## src/rtl/load_store_unit_if.sv

```systemverilog
// Bundles the core-side request/response handshakes and the word-addressed memory bus
// of the load/store unit.
interface load_store_unit_if #(
   parameter int XLEN       = 32,
   parameter int MEM_ADDR_W = 16
);
   logic                  req_valid;
   logic                  req_ready;
   logic                  req_write;
   logic [2:0]            req_funct3;
   logic [31:0]           req_addr;
   logic [XLEN-1:0]       req_wdata;
   logic                  rsp_valid;
   logic                  rsp_ready;
   logic [XLEN-1:0]       rsp_rdata;
   logic [1:0]            rsp_err;
   logic                  mem_req;
   logic                  mem_we;
   logic [XLEN/8-1:0]     mem_be;
   logic [MEM_ADDR_W-1:0] mem_addr;
   logic [XLEN-1:0]       mem_wdata;
   logic                  mem_ack;
   logic [XLEN-1:0]       mem_rdata;

   // The environment (core plus memory) drives requests and bus completions.
   modport master (
      output req_valid, req_write, req_funct3, req_addr, req_wdata, rsp_ready,
             mem_ack, mem_rdata,
      input  req_ready, rsp_valid, rsp_rdata, rsp_err,
             mem_req, mem_we, mem_be, mem_addr, mem_wdata
   );

   modport slave (
      input  req_valid, req_write, req_funct3, req_addr, req_wdata, rsp_ready,
             mem_ack, mem_rdata,
      output req_ready, rsp_valid, rsp_rdata, rsp_err,
             mem_req, mem_we, mem_be, mem_addr, mem_wdata
   );
endinterface

```

## src/rtl/load_store_unit.sv

```systemverilog
// Sequential load/store unit: checks funct3/alignment, drives a byte-enabled word bus with
// wait-state tolerance and timeout, and returns an extended load result.
module load_store_unit #(
   parameter int XLEN       = 32,
   parameter int MEM_ADDR_W = 16,
   parameter int MAX_WAIT   = 255
) (
   input logic               clk,
   input logic               rst,
   load_store_unit_if.slave  bus
);
   localparam int NB     = XLEN / 8;
   localparam int OFF_W  = $clog2(NB);
   localparam int WAIT_W = (MAX_WAIT > 1) ? $clog2(MAX_WAIT) : 1;

   typedef enum logic [1:0] {S_IDLE, S_ACCESS, S_RESP} state_t;

   state_t                r_state, w_next;
   logic                  r_write;
   logic [2:0]            r_funct3;
   logic [31:0]           r_addr;
   logic [XLEN-1:0]       r_wdata;
   logic [WAIT_W-1:0]     r_wait;
   logic [XLEN-1:0]       r_rdata;
   logic [1:0]            r_err;

   logic                  w_accept, w_illegal, w_misalign, w_timeout;
   logic [OFF_W-1:0]      w_off;
   logic [NB-1:0]         w_size_mask;
   logic [XLEN-1:0]       w_lane;

   function automatic logic f_legal(input logic wr, input logic [2:0] f3);
      logic ok;
      if (wr) ok = (f3 == 3'b000) || (f3 == 3'b001) || (f3 == 3'b010) ||
                   ((XLEN == 64) && (f3 == 3'b011));
      else    ok = (f3 == 3'b000) || (f3 == 3'b001) || (f3 == 3'b010) ||
                   (f3 == 3'b100) || (f3 == 3'b101) ||
                   ((XLEN == 64) && ((f3 == 3'b011) || (f3 == 3'b110)));
      return ok;
   endfunction

   function automatic logic f_misaligned(input logic [2:0] f3, input logic [OFF_W-1:0] off);
      logic [OFF_W-1:0] mask;
      mask = OFF_W'((32'd1 << f3[1:0]) - 32'd1);
      return |(off & mask);
   endfunction

   // Sign/zero extension by shifting the field to the top and back down.
   function automatic logic [XLEN-1:0] f_extend(input logic [2:0] f3, input logic [XLEN-1:0] lane);
      int unsigned            sh;
      logic signed [XLEN-1:0] s;
      case (f3[1:0])
         2'b00:   sh = XLEN - 8;
         2'b01:   sh = XLEN - 16;
         2'b10:   sh = XLEN - 32;
         default: sh = 0;
      endcase
      s = $signed(lane << sh);
      if (f3[2]) return (lane << sh) >> sh;
      else       return $unsigned(s >>> sh);
   endfunction

   assign w_accept    = (r_state == S_IDLE) && bus.req_valid;
   assign w_illegal   = !f_legal(bus.req_write, bus.req_funct3);
   assign w_misalign  = f_misaligned(bus.req_funct3, bus.req_addr[OFF_W-1:0]);
   assign w_timeout   = (r_wait == WAIT_W'(MAX_WAIT - 1));
   assign w_off       = r_addr[OFF_W-1:0];
   assign w_size_mask = NB'((32'd1 << (32'd1 << r_funct3[1:0])) - 32'd1);
   assign w_lane      = bus.mem_rdata >> {w_off, 3'b000};

   always_ff @(posedge clk or negedge rst) begin
      if (!rst) r_state <= S_IDLE;
      else      r_state <= w_next;
   end

   always_comb begin
      w_next         = r_state;
      bus.req_ready  = (r_state == S_IDLE);
      bus.rsp_valid  = (r_state == S_RESP);
      bus.rsp_rdata  = r_rdata;
      bus.rsp_err    = r_err;
      bus.mem_req    = 1'b0;
      bus.mem_we     = 1'b0;
      bus.mem_be     = '0;
      bus.mem_addr   = '0;
      bus.mem_wdata  = '0;
      case (r_state)
         S_IDLE: begin
            if (bus.req_valid) w_next = (w_illegal || w_misalign) ? S_RESP : S_ACCESS;
         end
         S_ACCESS: begin
            bus.mem_req   = 1'b1;
            bus.mem_we    = r_write;
            bus.mem_be    = w_size_mask << w_off;
            bus.mem_addr  = r_addr[MEM_ADDR_W+OFF_W-1:OFF_W];
            bus.mem_wdata = r_wdata << {w_off, 3'b000};
            if (bus.mem_ack || w_timeout) w_next = S_RESP;
         end
         S_RESP: begin
            if (bus.rsp_ready) w_next = S_IDLE;
         end
         default: w_next = S_IDLE;
      endcase
   end

   always_ff @(posedge clk) begin
      if (w_accept) begin
         r_write  <= bus.req_write;
         r_funct3 <= bus.req_funct3;
         r_addr   <= bus.req_addr;
         r_wdata  <= bus.req_wdata;
      end
   end

   // Illegal funct3 outranks misalignment when both apply.
   always_ff @(posedge clk or negedge rst) begin
      if (!rst) begin
         r_wait  <= '0;
         r_rdata <= '0;
         r_err   <= 2'b00;
      end else begin
         case (r_state)
            S_IDLE: begin
               if (bus.req_valid) begin
                  r_wait  <= '0;
                  r_rdata <= '0;
                  r_err   <= w_illegal ? 2'b10 : (w_misalign ? 2'b01 : 2'b00);
               end
            end
            S_ACCESS: begin
               if (bus.mem_ack) begin
                  r_err   <= 2'b00;
                  r_rdata <= r_write ? '0 : f_extend(r_funct3, w_lane);
               end else if (w_timeout) begin
                  r_err   <= 2'b11;
                  r_rdata <= '0;
               end else begin
                  r_wait  <= r_wait + WAIT_W'(1);
               end
            end
            default: ;
         endcase
      end
   end
endmodule

```

## src/flat_wrapper.sv

```systemverilog
// flat-port wrapper written by rule: the top's interface ports become plain ports
module load_store_unit_flat 
#(
   parameter int XLEN       = 32,
   parameter int MEM_ADDR_W = 16,
   parameter int MAX_WAIT   = 255
)
  (clk, rst, bus_req_valid, bus_req_write, bus_req_funct3, bus_req_addr, bus_req_wdata, bus_rsp_ready, bus_mem_ack, bus_mem_rdata, bus_req_ready, bus_rsp_valid, bus_rsp_rdata, bus_rsp_err, bus_mem_req, bus_mem_we, bus_mem_be, bus_mem_addr, bus_mem_wdata);
  load_store_unit_if #(.XLEN(XLEN), .MEM_ADDR_W(MEM_ADDR_W)) bus_i ();
  input logic clk;
  input logic rst;
  input wire logic [$bits(bus_i.req_valid)-1:0] bus_req_valid;
  input wire logic [$bits(bus_i.req_write)-1:0] bus_req_write;
  input wire logic [$bits(bus_i.req_funct3)-1:0] bus_req_funct3;
  input wire logic [$bits(bus_i.req_addr)-1:0] bus_req_addr;
  input wire logic [$bits(bus_i.req_wdata)-1:0] bus_req_wdata;
  input wire logic [$bits(bus_i.rsp_ready)-1:0] bus_rsp_ready;
  input wire logic [$bits(bus_i.mem_ack)-1:0] bus_mem_ack;
  input wire logic [$bits(bus_i.mem_rdata)-1:0] bus_mem_rdata;
  output wire logic [$bits(bus_i.req_ready)-1:0] bus_req_ready;
  output wire logic [$bits(bus_i.rsp_valid)-1:0] bus_rsp_valid;
  output wire logic [$bits(bus_i.rsp_rdata)-1:0] bus_rsp_rdata;
  output wire logic [$bits(bus_i.rsp_err)-1:0] bus_rsp_err;
  output wire logic [$bits(bus_i.mem_req)-1:0] bus_mem_req;
  output wire logic [$bits(bus_i.mem_we)-1:0] bus_mem_we;
  output wire logic [$bits(bus_i.mem_be)-1:0] bus_mem_be;
  output wire logic [$bits(bus_i.mem_addr)-1:0] bus_mem_addr;
  output wire logic [$bits(bus_i.mem_wdata)-1:0] bus_mem_wdata;
  assign bus_i.req_valid = bus_req_valid;
  assign bus_i.req_write = bus_req_write;
  assign bus_i.req_funct3 = bus_req_funct3;
  assign bus_i.req_addr = bus_req_addr;
  assign bus_i.req_wdata = bus_req_wdata;
  assign bus_i.rsp_ready = bus_rsp_ready;
  assign bus_i.mem_ack = bus_mem_ack;
  assign bus_i.mem_rdata = bus_mem_rdata;
  assign bus_req_ready = bus_i.req_ready;
  assign bus_rsp_valid = bus_i.rsp_valid;
  assign bus_rsp_rdata = bus_i.rsp_rdata;
  assign bus_rsp_err = bus_i.rsp_err;
  assign bus_mem_req = bus_i.mem_req;
  assign bus_mem_we = bus_i.mem_we;
  assign bus_mem_be = bus_i.mem_be;
  assign bus_mem_addr = bus_i.mem_addr;
  assign bus_mem_wdata = bus_i.mem_wdata;
  load_store_unit #(.XLEN(XLEN), .MEM_ADDR_W(MEM_ADDR_W), .MAX_WAIT(MAX_WAIT)) u_core (.clk(clk), .rst(rst), .bus(bus_i));
endmodule
```

## config.mk

```make
export PLATFORM = sky130hd
export DESIGN_NAME = load_store_unit_flat
export DESIGN_NICKNAME = d
export VERILOG_FILES = /design/src/rtl/load_store_unit_if.sv /design/src/rtl/load_store_unit.sv /design/src/flat_wrapper.sv
export SDC_FILE = /design/constraint.sdc
export NUM_CORES = 1
export LEC_CHECK = 0
export CORE_MARGIN = 2
export CORE_UTILIZATION = 47
export CTS_CLUSTER_DIAMETER = 40
export DETAILED_ROUTE_END_ITERATION = 10
export GPL_TIMING_DRIVEN = 0
export PLACE_DENSITY = 0.95
export SLEW_MARGIN = 5
export SYNTH_ARGS = -nofsm -noshare
export SYNTH_HDL_FRONTEND = slang
export SYNTH_SLANG_ARGS = --single-unit
```

## constraint.sdc

```tcl
create_clock -name clk -period 5.6 [get_ports clk]
set_clock_uncertainty 0.05 [all_clocks]
set_input_delay 1.12 -clock clk [delete_from_list [all_inputs] [get_ports clk]]
set_output_delay 1.12 -clock clk [all_outputs]
set_load 0.01 [all_outputs]
```

### Word level (Yosys, flattened, before mapping)

Index checks and enable logic that the tools add are counted.

| operators by class | value |
|---|---|
| add/subtract/negate cells | 3 |
| eq/ne operators | 14 |
| shift-type cells | 9 |
| mux-type cells | 30 |
| bitwise operators | 1 |
| reduce and logical (&&, ||, !) cells | 16 |

Operator list:

| operator | number |
|---|---|
| 2-to-1 mux 32 bit | 8 |
| case mux 32 bit (2 select lines) | 1 |
| << shifter 1 x 2 -> 32 bit, first input constant | 1 |
| << shifter 1 x 32 -> 4 bit, first input constant | 1 |
| << shifter 32 x 32 -> 32 bit | 1 |
| << shifter 32 x 5 -> 32 bit | 1 |
| right shift 32 x 32 -> 32 bit | 1 |
| right shift 32 x 5 -> 32 bit | 1 |
| >>> shifter 32 x 32 -> 32 bit | 1 |
| 2-to-1 mux 8 bit | 3 |
| 2-to-1 mux 16 bit | 1 |
| 2-to-1 mux 2 bit | 8 |
| case mux 8 bit (2 select lines) | 1 |
| case mux 5 bit (2 select lines) | 1 |
| adder 8 x 1 -> 8 bit, second input constant | 1 |
| == test 8 bit, second input constant | 1 |
| != test 2 bit, second input constant | 4 |
| == test 3 bit, second input constant | 2 |
| logical OR 1 bit | 6 |
| case mux 2 bit (3 select lines) | 1 |
| AND reduction 3 bit | 2 |
| == test 2 x 1 -> 1 bit, second input constant | 2 |
| logical NOT 2 bit | 2 |
| 2-to-1 mux 1 bit | 4 |
| 18 further kinds | 18 |

| storage, ports and cells | value |
|---|---|
| register bits | 98 |
| bits of input ports | 105 |
| output and inout bits | 90 |

### Longest topological paths before layout

Gate-level depths: netlist of run 1.

| logic depth | value |
|---|---|
| depth in word-level cells | 11 |
| mapped depth | 8 |

### Worst setup path after synthesis of run 1

No wires, ideal clock.

| timing path | value |
|---|---|
| path kind | reg2out |
| start point | register u_core.r_addr[0] |
| end point | output bus_mem_wdata[24] |
| data arrival time | 1687 ps |
| required time | 4430 ps |
| path slack | 2743 ps |
| stages on the path, launching flop included | 6 |
| cell sequence | edfxtp_1 buf_2 buf_1 clkbuf_1 a211oi_1 a211oi_1 |

| on the way | value |
|---|---|
| cells in the longest elaborated chain, start to end | 2 |

Ends and longest elaborated chain:

| item | RTL line | text |
|---|---|---|
| from (decl) | load_store_unit.sv:21 | `logic [31:0] r_addr;` |
| from (signal assigned) | load_store_unit.sv:110 | `r_addr <= bus.req_addr;` |
| << shifter 32 x 5 -> 32 bit | load_store_unit.sv:96 | `bus.mem_wdata = r_wdata << {w_off, 3'b000};` |
| 2-to-1 mux 32 bit | load_store_unit.sv:87 | `case (r_state)` |
| to (decl) | flat_wrapper.sv:28 | `output wire logic [$bits(bus_i.mem_wdata)-1:0] bus_mem_wdata;` |

Every way passes these cells.

### Worst setup path in the final report of run 1

| timing path | value |
|---|---|
| start point | register u_core.r_addr[0] |
| end point | output bus_mem_wdata[27] |

The elaborated chain is that of the path after synthesis.

==> results of run 1 <==
stage by stage:
step | power [mW] | setup WS [ns] | instances | utilization (%) | hold slack [ns]
6_report | 1.871 | 1.457 | 729 | 70.78 | 0.4546
5_1_grt | 1.946 | 1.278 | 729 | 70.78 | 0.4759
4_1_cts | 1.874 | 1.485 | 729 | 70.78 | 0.4587
3_5_place_dp | 1.434 | 1.895 | 713 | 68.82 | 0.4392
3_3_place_gp | 1.409 | 1.881 | 711 | 68.46 | 0.4249
2_1_floorplan | 1.171 | 2.743 | 398 | - | 0.4354
worst paths after layout:
path                            depth (start not counted)                              endpoint                                 start  slack (ns)
worst max register to register                          7  u_core.bus.rsp_rdata[19]$_DFFE_PN0P_            u_core.r_addr[1]$_DFFE_PP_        3.20
worst min register to register                          1  u_core.bus.rsp_rdata[20]$_DFFE_PN0P_  u_core.bus.rsp_rdata[20]$_DFFE_PN0P_        0.45
max in group asynchronous                               2  u_core.bus.rsp_rdata[31]$_DFFE_PN0P_                                   rst        4.43
worst min-delay path                                    1  u_core.bus.rsp_rdata[20]$_DFFE_PN0P_  u_core.bus.rsp_rdata[20]$_DFFE_PN0P_        0.45
min in group asynchronous                               1  u_core.bus.rsp_rdata[23]$_DFFE_PN0P_                                   rst        0.59
worst max-delay path                                    6                     bus_mem_wdata[27]            u_core.r_addr[0]$_DFFE_PP_        1.46
per-layer routing:
metal / part of all wire [%] / global-route usage, % / up-vias
li1: - / - / 1858
met1: 39 / 32.69 / 2014
met2: 52 / 45.44 / 220
met3: 7.0 / 3.571 / 22
met4: 2.0 / 9.363 / 0
met5: 0 / 0 / -
sequential cells by signal, summed over array words and instances (netlist names):
register / count
u_core.bus.rsp_err: 2
u_core.bus.rsp_rdata: 32
u_core.r_addr: 18
u_core.r_funct3: 3
u_core.r_state: 2
u_core.r_wait: 8
u_core.r_wdata: 32
u_core.r_write: 1
worst max-delay path: cells and delay by family (launching register included):
kind,cells,cell delay (ns)
DFF,1,0.34
buffers and inverters,4,1.81
AOI/OAI and AO/OA,2,0.46
cell type report:
type | count | area share [%]
clock buffer | 9 | 1.791
tap | 133 | 2.406
clock inverter | 7 | 0.9767
timing repair buffer | 182 | 26.55
sequential | 98 | 39.36
inverter | 8 | 0.4341
multi-input combinational | 267 | 26.66
buffer | 25 | 1.827
placed cells by master, fill, tap and decap left out, types with 3 or more instances in the layout:
cell and count:
sky130_fd_sc_hd__a32o_1 7, sky130_fd_sc_hd__clkbuf_8 9, sky130_fd_sc_hd__a211oi_1 16, sky130_fd_sc_hd__edfxtp_1 54, sky130_fd_sc_hd__buf_6 3, sky130_fd_sc_hd__and3_1 3
sky130_fd_sc_hd__buf_2 9, sky130_fd_sc_hd__buf_1 3, sky130_fd_sc_hd__clkdlybuf4s50_1 179, sky130_fd_sc_hd__o21ai_0 11, sky130_fd_sc_hd__inv_1 6, sky130_fd_sc_hd__or3_1 3
sky130_fd_sc_hd__clkbuf_1 11, sky130_fd_sc_hd__dfrtp_1 44, sky130_fd_sc_hd__and2_1 25, sky130_fd_sc_hd__xor2_1 3, sky130_fd_sc_hd__a21oi_1 15, sky130_fd_sc_hd__mux2i_1 42
sky130_fd_sc_hd__a211o_1 8, sky130_fd_sc_hd__nor2_1 48, sky130_fd_sc_hd__a221o_1 15, sky130_fd_sc_hd__nor2b_1 10, sky130_fd_sc_hd__nand2_1 29, sky130_fd_sc_hd__mux2_2 3
power by group:
group | switching (mW) | internal, mW | leakage (nW)
combinational | 0.266 | 0.246 | 1.62
sequential | 0.0488 | 0.861 | 1.12
clock | 0.244 | 0.204 | 0.0892
cells by family after synthesis:
logic type | Yosys count | share of synthesized area (%)
compound gates | 84 | 13.78
simple gates | 133 | 14.57
buf+inv | 33 | 3.311
mux | 45 | 9.616
flops | 98 | 57.64
xor+xnor | 3 | 0.5564
fa+ha+maj | 2 | 0.5297
==> results.md, run 1 <==
* Clock edge transition at the registers on the reported setup and hold paths at roughly 0.09 ns
* Postcts setup bufs at 0
* Detailed Place HPWL at ~11000 µm
* CTS Root Buffer Type: sky130_fd_sc_hd__clkbuf_8
* Status: finished clean
* Cells taking the most area after synthesis: sky130_fd_sc_hd__edfxtp_1 34%, sky130_fd_sc_hd__dfrtp_1 23%, sky130_fd_sc_hd__mux2i_1 8.9%
* Worst-margin pin slew at a little under 0.8 ns
* TritonCTS clock tree: built
* Fraction of registers with async set or reset after synthesis at 44.90%
* Final #Nets at 698
* Setup violation total in the final timing report at 0
* Most frequent cells after synthesis: 54 x sky130_fd_sc_hd__edfxtp_1, 48 x sky130_fd_sc_hd__nor2_1, 44 x sky130_fd_sc_hd__dfrtp_1
* Number of DRC markers after the initial detailed-route iteration at 227
* Most used cell along the critical path: sky130_fd_sc_hd__a211oi_1
* Hold Fails Final Rpt at 0
* Post-detailed-placement cell area at 6726 µm²
* RSZ-0062 raised after global routing: false
* Average via count per standard cell at 5.643
* Top Ports at 195
* Core Region at 9774 µm²
* Pwr/cell area at 270.5 nW/µm²
* Initial Utilization at between 40% and 50%
* Average instance area after synthesis at around 12 µm²
* Layout cells sized above 1 at under 10%
* Post-synthesis net count at slightly above 500
* Pin count of the biggest net entering global routing at 46
* Start-to-end type of the worst setup path: reg2out
* Leading cell type by number of instances after synthesis: sky130_fd_sc_hd__edfxtp_1
* Number of pins exceeding their max-slew limit in the final report at 0
* #FFs+latches synth at 98
* Hold-fix buffers at CTS at 0
* Layout-stage area growth over the synthesis result at 46.46%
* Type of origin of the critical path: register
* Htree depth at 3
* Synth Flop Type: sky130_fd_sc_hd__edfxtp_1
* Leak at 2.828 nW
* Highest clock frequency the design can meet at 241.4 MHz
* Crit end category: output pin
* Number of distinct library cells after synthesis at 47
* Syn Inst Count at approximately 400
* Yosys warning total at 0
* Grt ovf at 0
* Data arrival, critical path at just under 3 ns
* Area fraction of the dominant cell type after synthesis at roughly a third
* Number of synthesized flops with an enable pin at 54
* Antenna violation net count after detailed routing at 0
* Count of input and output buffers at between 150 and 200
* Final standard cell area without fillers at about 6900 µm²
* Die W at 104.2 µm
* Rel. slew slack at between 40% and 50%
* DRT Wirelength at 13990 µm
* Number of max-capacitance violations reported at 0
* Share of the yosys chip area belonging to registers at 57.64%
* Global-route wire length before repair at about 22000 µm
* Vias post-DR at 4114
* Final critical-path required period at between 4 and 5 ns
* Post-route clock period utilization at 73.98%
* DIE AREA at 10870 µm²
* Number of buffers inserted during clock tree synthesis at 9
* CTS sink cnt at 98
* Top fanout value on the critical path at 10
* Multi-input gate area at around 1800 µm²
* Cell Chain, Critical Path: buf_2, buf_1, clkbuf_1, a211oi_1, a211oi_1, clkdlybuf4s50_1
* FILL cells at 709
* Delay contributed by the slowest stage of the critical path at 0.60 ns
* Cell taking the most area after synthesis: sky130_fd_sc_hd__edfxtp_1
* Routed len/inst at 19.19 µm
* Floorplan row count at 36
* Number of antenna violations at the first check in global routing at 0
* Number of global-route vias before repair at roughly 4200
* Worst Path Required at roughly 4.4 ns
* Number of instances resized during post-cts repair at 0
* DRT Pass-1 Iters at 5
* Overall track demand over capacity in global routing at 25.88%
* Worst VDD drop at slightly above 0.0002 V
* CTS max path bufs at 2
* Height of the chip at 104.2 µm
* Setup TNS at 0 ns
* Crit-path slowest cell: sky130_fd_sc_hd__clkdlybuf4s50_1
* Sequential cell area at approximately 2700 µm²
* Class of the tightest hold or removal check: reg2reg
* Final routed DRC violation total at 0
* Clock latency at the later pin of the worst-skew pair at 0.37 ns
* Count of inserted antenna diode cells at 0
* Routability congestion estimate at 0.9400
* Post-Synthesis Cell Area at about 4700 µm²
No activity file was read; power rests on OpenSTA's default activity.
==> run 2: changes to the inputs <==
CORE_UTILIZATION = 43   (was 47)
PLACE_DENSITY = 0.89   (was 0.95)
clock period = 3.86 ns   (was 5.6 ns; I/O delays follow)
==> results.md, run 2 (synthesis gave the netlist of run 1 again) <==
* Pin count of the biggest net entering global routing at 43 (was 46)
* Count of input and output buffers at 180 (unchanged)
* Setup TNS at 0 ns (unchanged)
* Number of DRC markers after the initial detailed-route iteration at 240 (was 227)
* CTS Root Buffer Type: sky130_fd_sc_hd__clkbuf_8 (unchanged)
* Average via count per standard cell at 5.582 (was 5.643)
* Final critical-path required period at 3.696 ns
* Rel. slew slack at 43.96% (was 48.35%)
* Commonest cells after routing, fill and taps aside: 179 x sky130_fd_sc_hd__clkdlybuf4s50_1, 54 x sky130_fd_sc_hd__edfxtp_1, 48 x sky130_fd_sc_hd__nor2_1, 44 x sky130_fd_sc_hd__dfrtp_1, 42 x sky130_fd_sc_hd__mux2i_1 (unchanged)
* Class of the tightest hold or removal check: in2async (was reg2reg)
* Number of global-route vias before repair at 4159 (was 4150)
* DRT Wirelength at 14120 µm (was 13990 µm)
* Layout cells sized above 1 at 6.711% (was 6.544%)
* Core Region at 10790 µm² (was 9774 µm²)
* Count of inserted antenna diode cells at 0 (unchanged)
* Number of antenna violations at the first check in global routing at 0 (unchanged)
* WHS at 0.2387 ns (was 0.4546 ns)
* TritonCTS clock tree: built (unchanged)
* Final routed DRC violation total at 0 (unchanged)
* Antenna violation net count after detailed routing at 0 (unchanged)
* Leak at 2.843 nW (was 2.828 nW)
* Setup violation total in the final timing report at 0 (unchanged)
* Initial Utilization at 43.76% (was 48.32%)
* Start-to-end type of the worst setup path: reg2out (unchanged)
* Hold Fails Final Rpt at 0 (unchanged)
* DRT Pass-1 Iters at 5 (unchanged)
* Number of max-capacitance violations reported at 0 (unchanged)
* Data arrival, critical path at 2.87 ns (was 2.97 ns)
* Top Ports at 195 (unchanged)
* Layout-stage area growth over the synthesis result at 46.89% (was 46.46%)
* Routed len/inst at 19.18 µm (was 19.19 µm)
* Hold-fix buffers at CTS at 0 (unchanged)
* Global-route wire length before repair at 21290 µm (was 22090 µm)
* Post-route clock period utilization at 95.75%
* Vias post-DR at 4108 (was 4114)
* Pwr/cell area at 392.2 nW/µm² (was 270.5 nW/µm²)
* Crit end category: output pin (unchanged)
* Routability congestion estimate at 0.8889 (was 0.9400)
* Detailed Place HPWL at 10820 µm (was 10890 µm)
* RSZ-0062 raised after global routing: false (unchanged)
* Worst Path Required at 3.04 ns (was 4.43 ns)
* Pwr Total at 2.721 mW (was 1.871 mW)
* Final #Nets at 698 (unchanged)
* Floorplan row count at 38 (was 36)
* Worst VDD drop at 0.0001889 V (was 0.0002054 V)
* CTS max path bufs at 2 (unchanged)
* Clock edge transition at the registers on the reported setup and hold paths at 0.09 ns (about the same)
* Grt ovf at 0 (unchanged)
* Number of buffers inserted during clock tree synthesis at 9 (unchanged)
* DIE AREA at 11840 µm² (was 10870 µm²)
* Top fanout value on the critical path at 10 (unchanged)
* FILL cells at 879 (was 709)
* Height of the chip at 108.8 µm (was 104.2 µm)
* Type of origin of the critical path: register (unchanged)
* Htree depth at 3 (unchanged)
* Clock latency at the later pin of the worst-skew pair at 0.36 ns (was 0.37 ns)
* Worst-margin pin slew at 0.8406 ns (was 0.7748 ns)
* Most common cell after layout, fill and taps aside: sky130_fd_sc_hd__clkdlybuf4s50_1 (unchanged)
* CTS sink cnt at 98 (unchanged)
* Highest clock frequency the design can meet at 270.6 MHz
* Die W at 108.8 µm (was 104.2 µm)
* Overall track demand over capacity in global routing at 23.94% (was 25.88%)
* Number of pins exceeding their max-slew limit in the final report at 0 (unchanged)
* Status: finished clean (unchanged)
## run 2: timing repair
item / CTS / global route
gates resized for setup: 0 / 1
endpoints found under the hold margin: 0 / 0
buffers inserted: 0 / 0
setup endpoints to repair: 0 / 8
## run 2: final timing paths
check	startpoint	to	slack (ns)	cells past startpoint
min in group clk	u_core.bus.rsp_rdata[15]$_DFFE_PN0P_	u_core.bus.rsp_rdata[15]$_DFFE_PN0P_	0.45	1
hold reg to reg	u_core.bus.rsp_rdata[15]$_DFFE_PN0P_	u_core.bus.rsp_rdata[15]$_DFFE_PN0P_	0.45	1
setup reg to reg	u_core.r_addr[1]$_DFFE_PP_	u_core.bus.rsp_rdata[29]$_DFFE_PN0P_	1.49	7
setup / recovery	u_core.r_addr[1]$_DFFE_PP_	bus_mem_wdata[2]	0.16	6
max in group asynchronous	rst	u_core.r_wait[2]$_DFFE_PN0P_	3.05	2
hold / removal	rst	u_core.bus.rsp_rdata[28]$_DFFE_PN0P_	0.24	1
## run 2: per-layer routing
metal  track usage [%]  up-vias  share of wire [%]
met4             12.82        0                3.7
li1                  -     1860                  -
met2             40.31      198                 51
met3             5.200       43                6.6
met1             28.68     2007                 39
met5                 0        -                  0
## run 2: per-stage QoR
step / cells / instance area, µm² / worst slack (ns) / utilization [%]
after floorplan: 398 / 4723 / 1.351 / -
after global placement: 718 / 6700 / 0.4303 / 62.08
after detailed placement: 720 / 6735 / 0.4695 / 62.40
after CTS: 736 / 6937 / 0.08318 / 64.27
after global routing: 736 / 6938 / 0.04000 / 64.28
final: 736 / 6938 / 0.1640 / 64.28
## run 2: cell type report
cell class	instances	area, µm²	area share (%)
clock buffers	13	180.2	2.597
well taps	140	175.2	2.525
inverters	8	30.03	0.4328
repair buffers	182	1837	26.47
flip-flops and latches	98	2723	39.24
plain buffers	25	127.6	1.839
multi-input cells	267	1844	26.58
clock inverters	3	21.27	0.3066
## run 2: critical path, stage by stage (launching register included)
cell and delay, ns:
sky130_fd_sc_hd__edfxtp_1 0.37, sky130_fd_sc_hd__buf_2 0.19, sky130_fd_sc_hd__or3b_1 0.38, sky130_fd_sc_hd__clkbuf_1 0.27
sky130_fd_sc_hd__nor2_1 0.52, sky130_fd_sc_hd__and2_1 0.22, sky130_fd_sc_hd__clkdlybuf4s50_1 0.55
## run 2: where the power goes
part / total, mW / internal [mW] / leakage (nW) / switching, mW
sequential: 1.31 / 1.25 / 1.12 / 0.0657
clock: 0.656 / 0.310 / 0.101 / 0.346
combinational: 0.750 / 0.357 / 1.63 / 0.393
total: 2.72 / 1.92 / 2.84 / 0.805
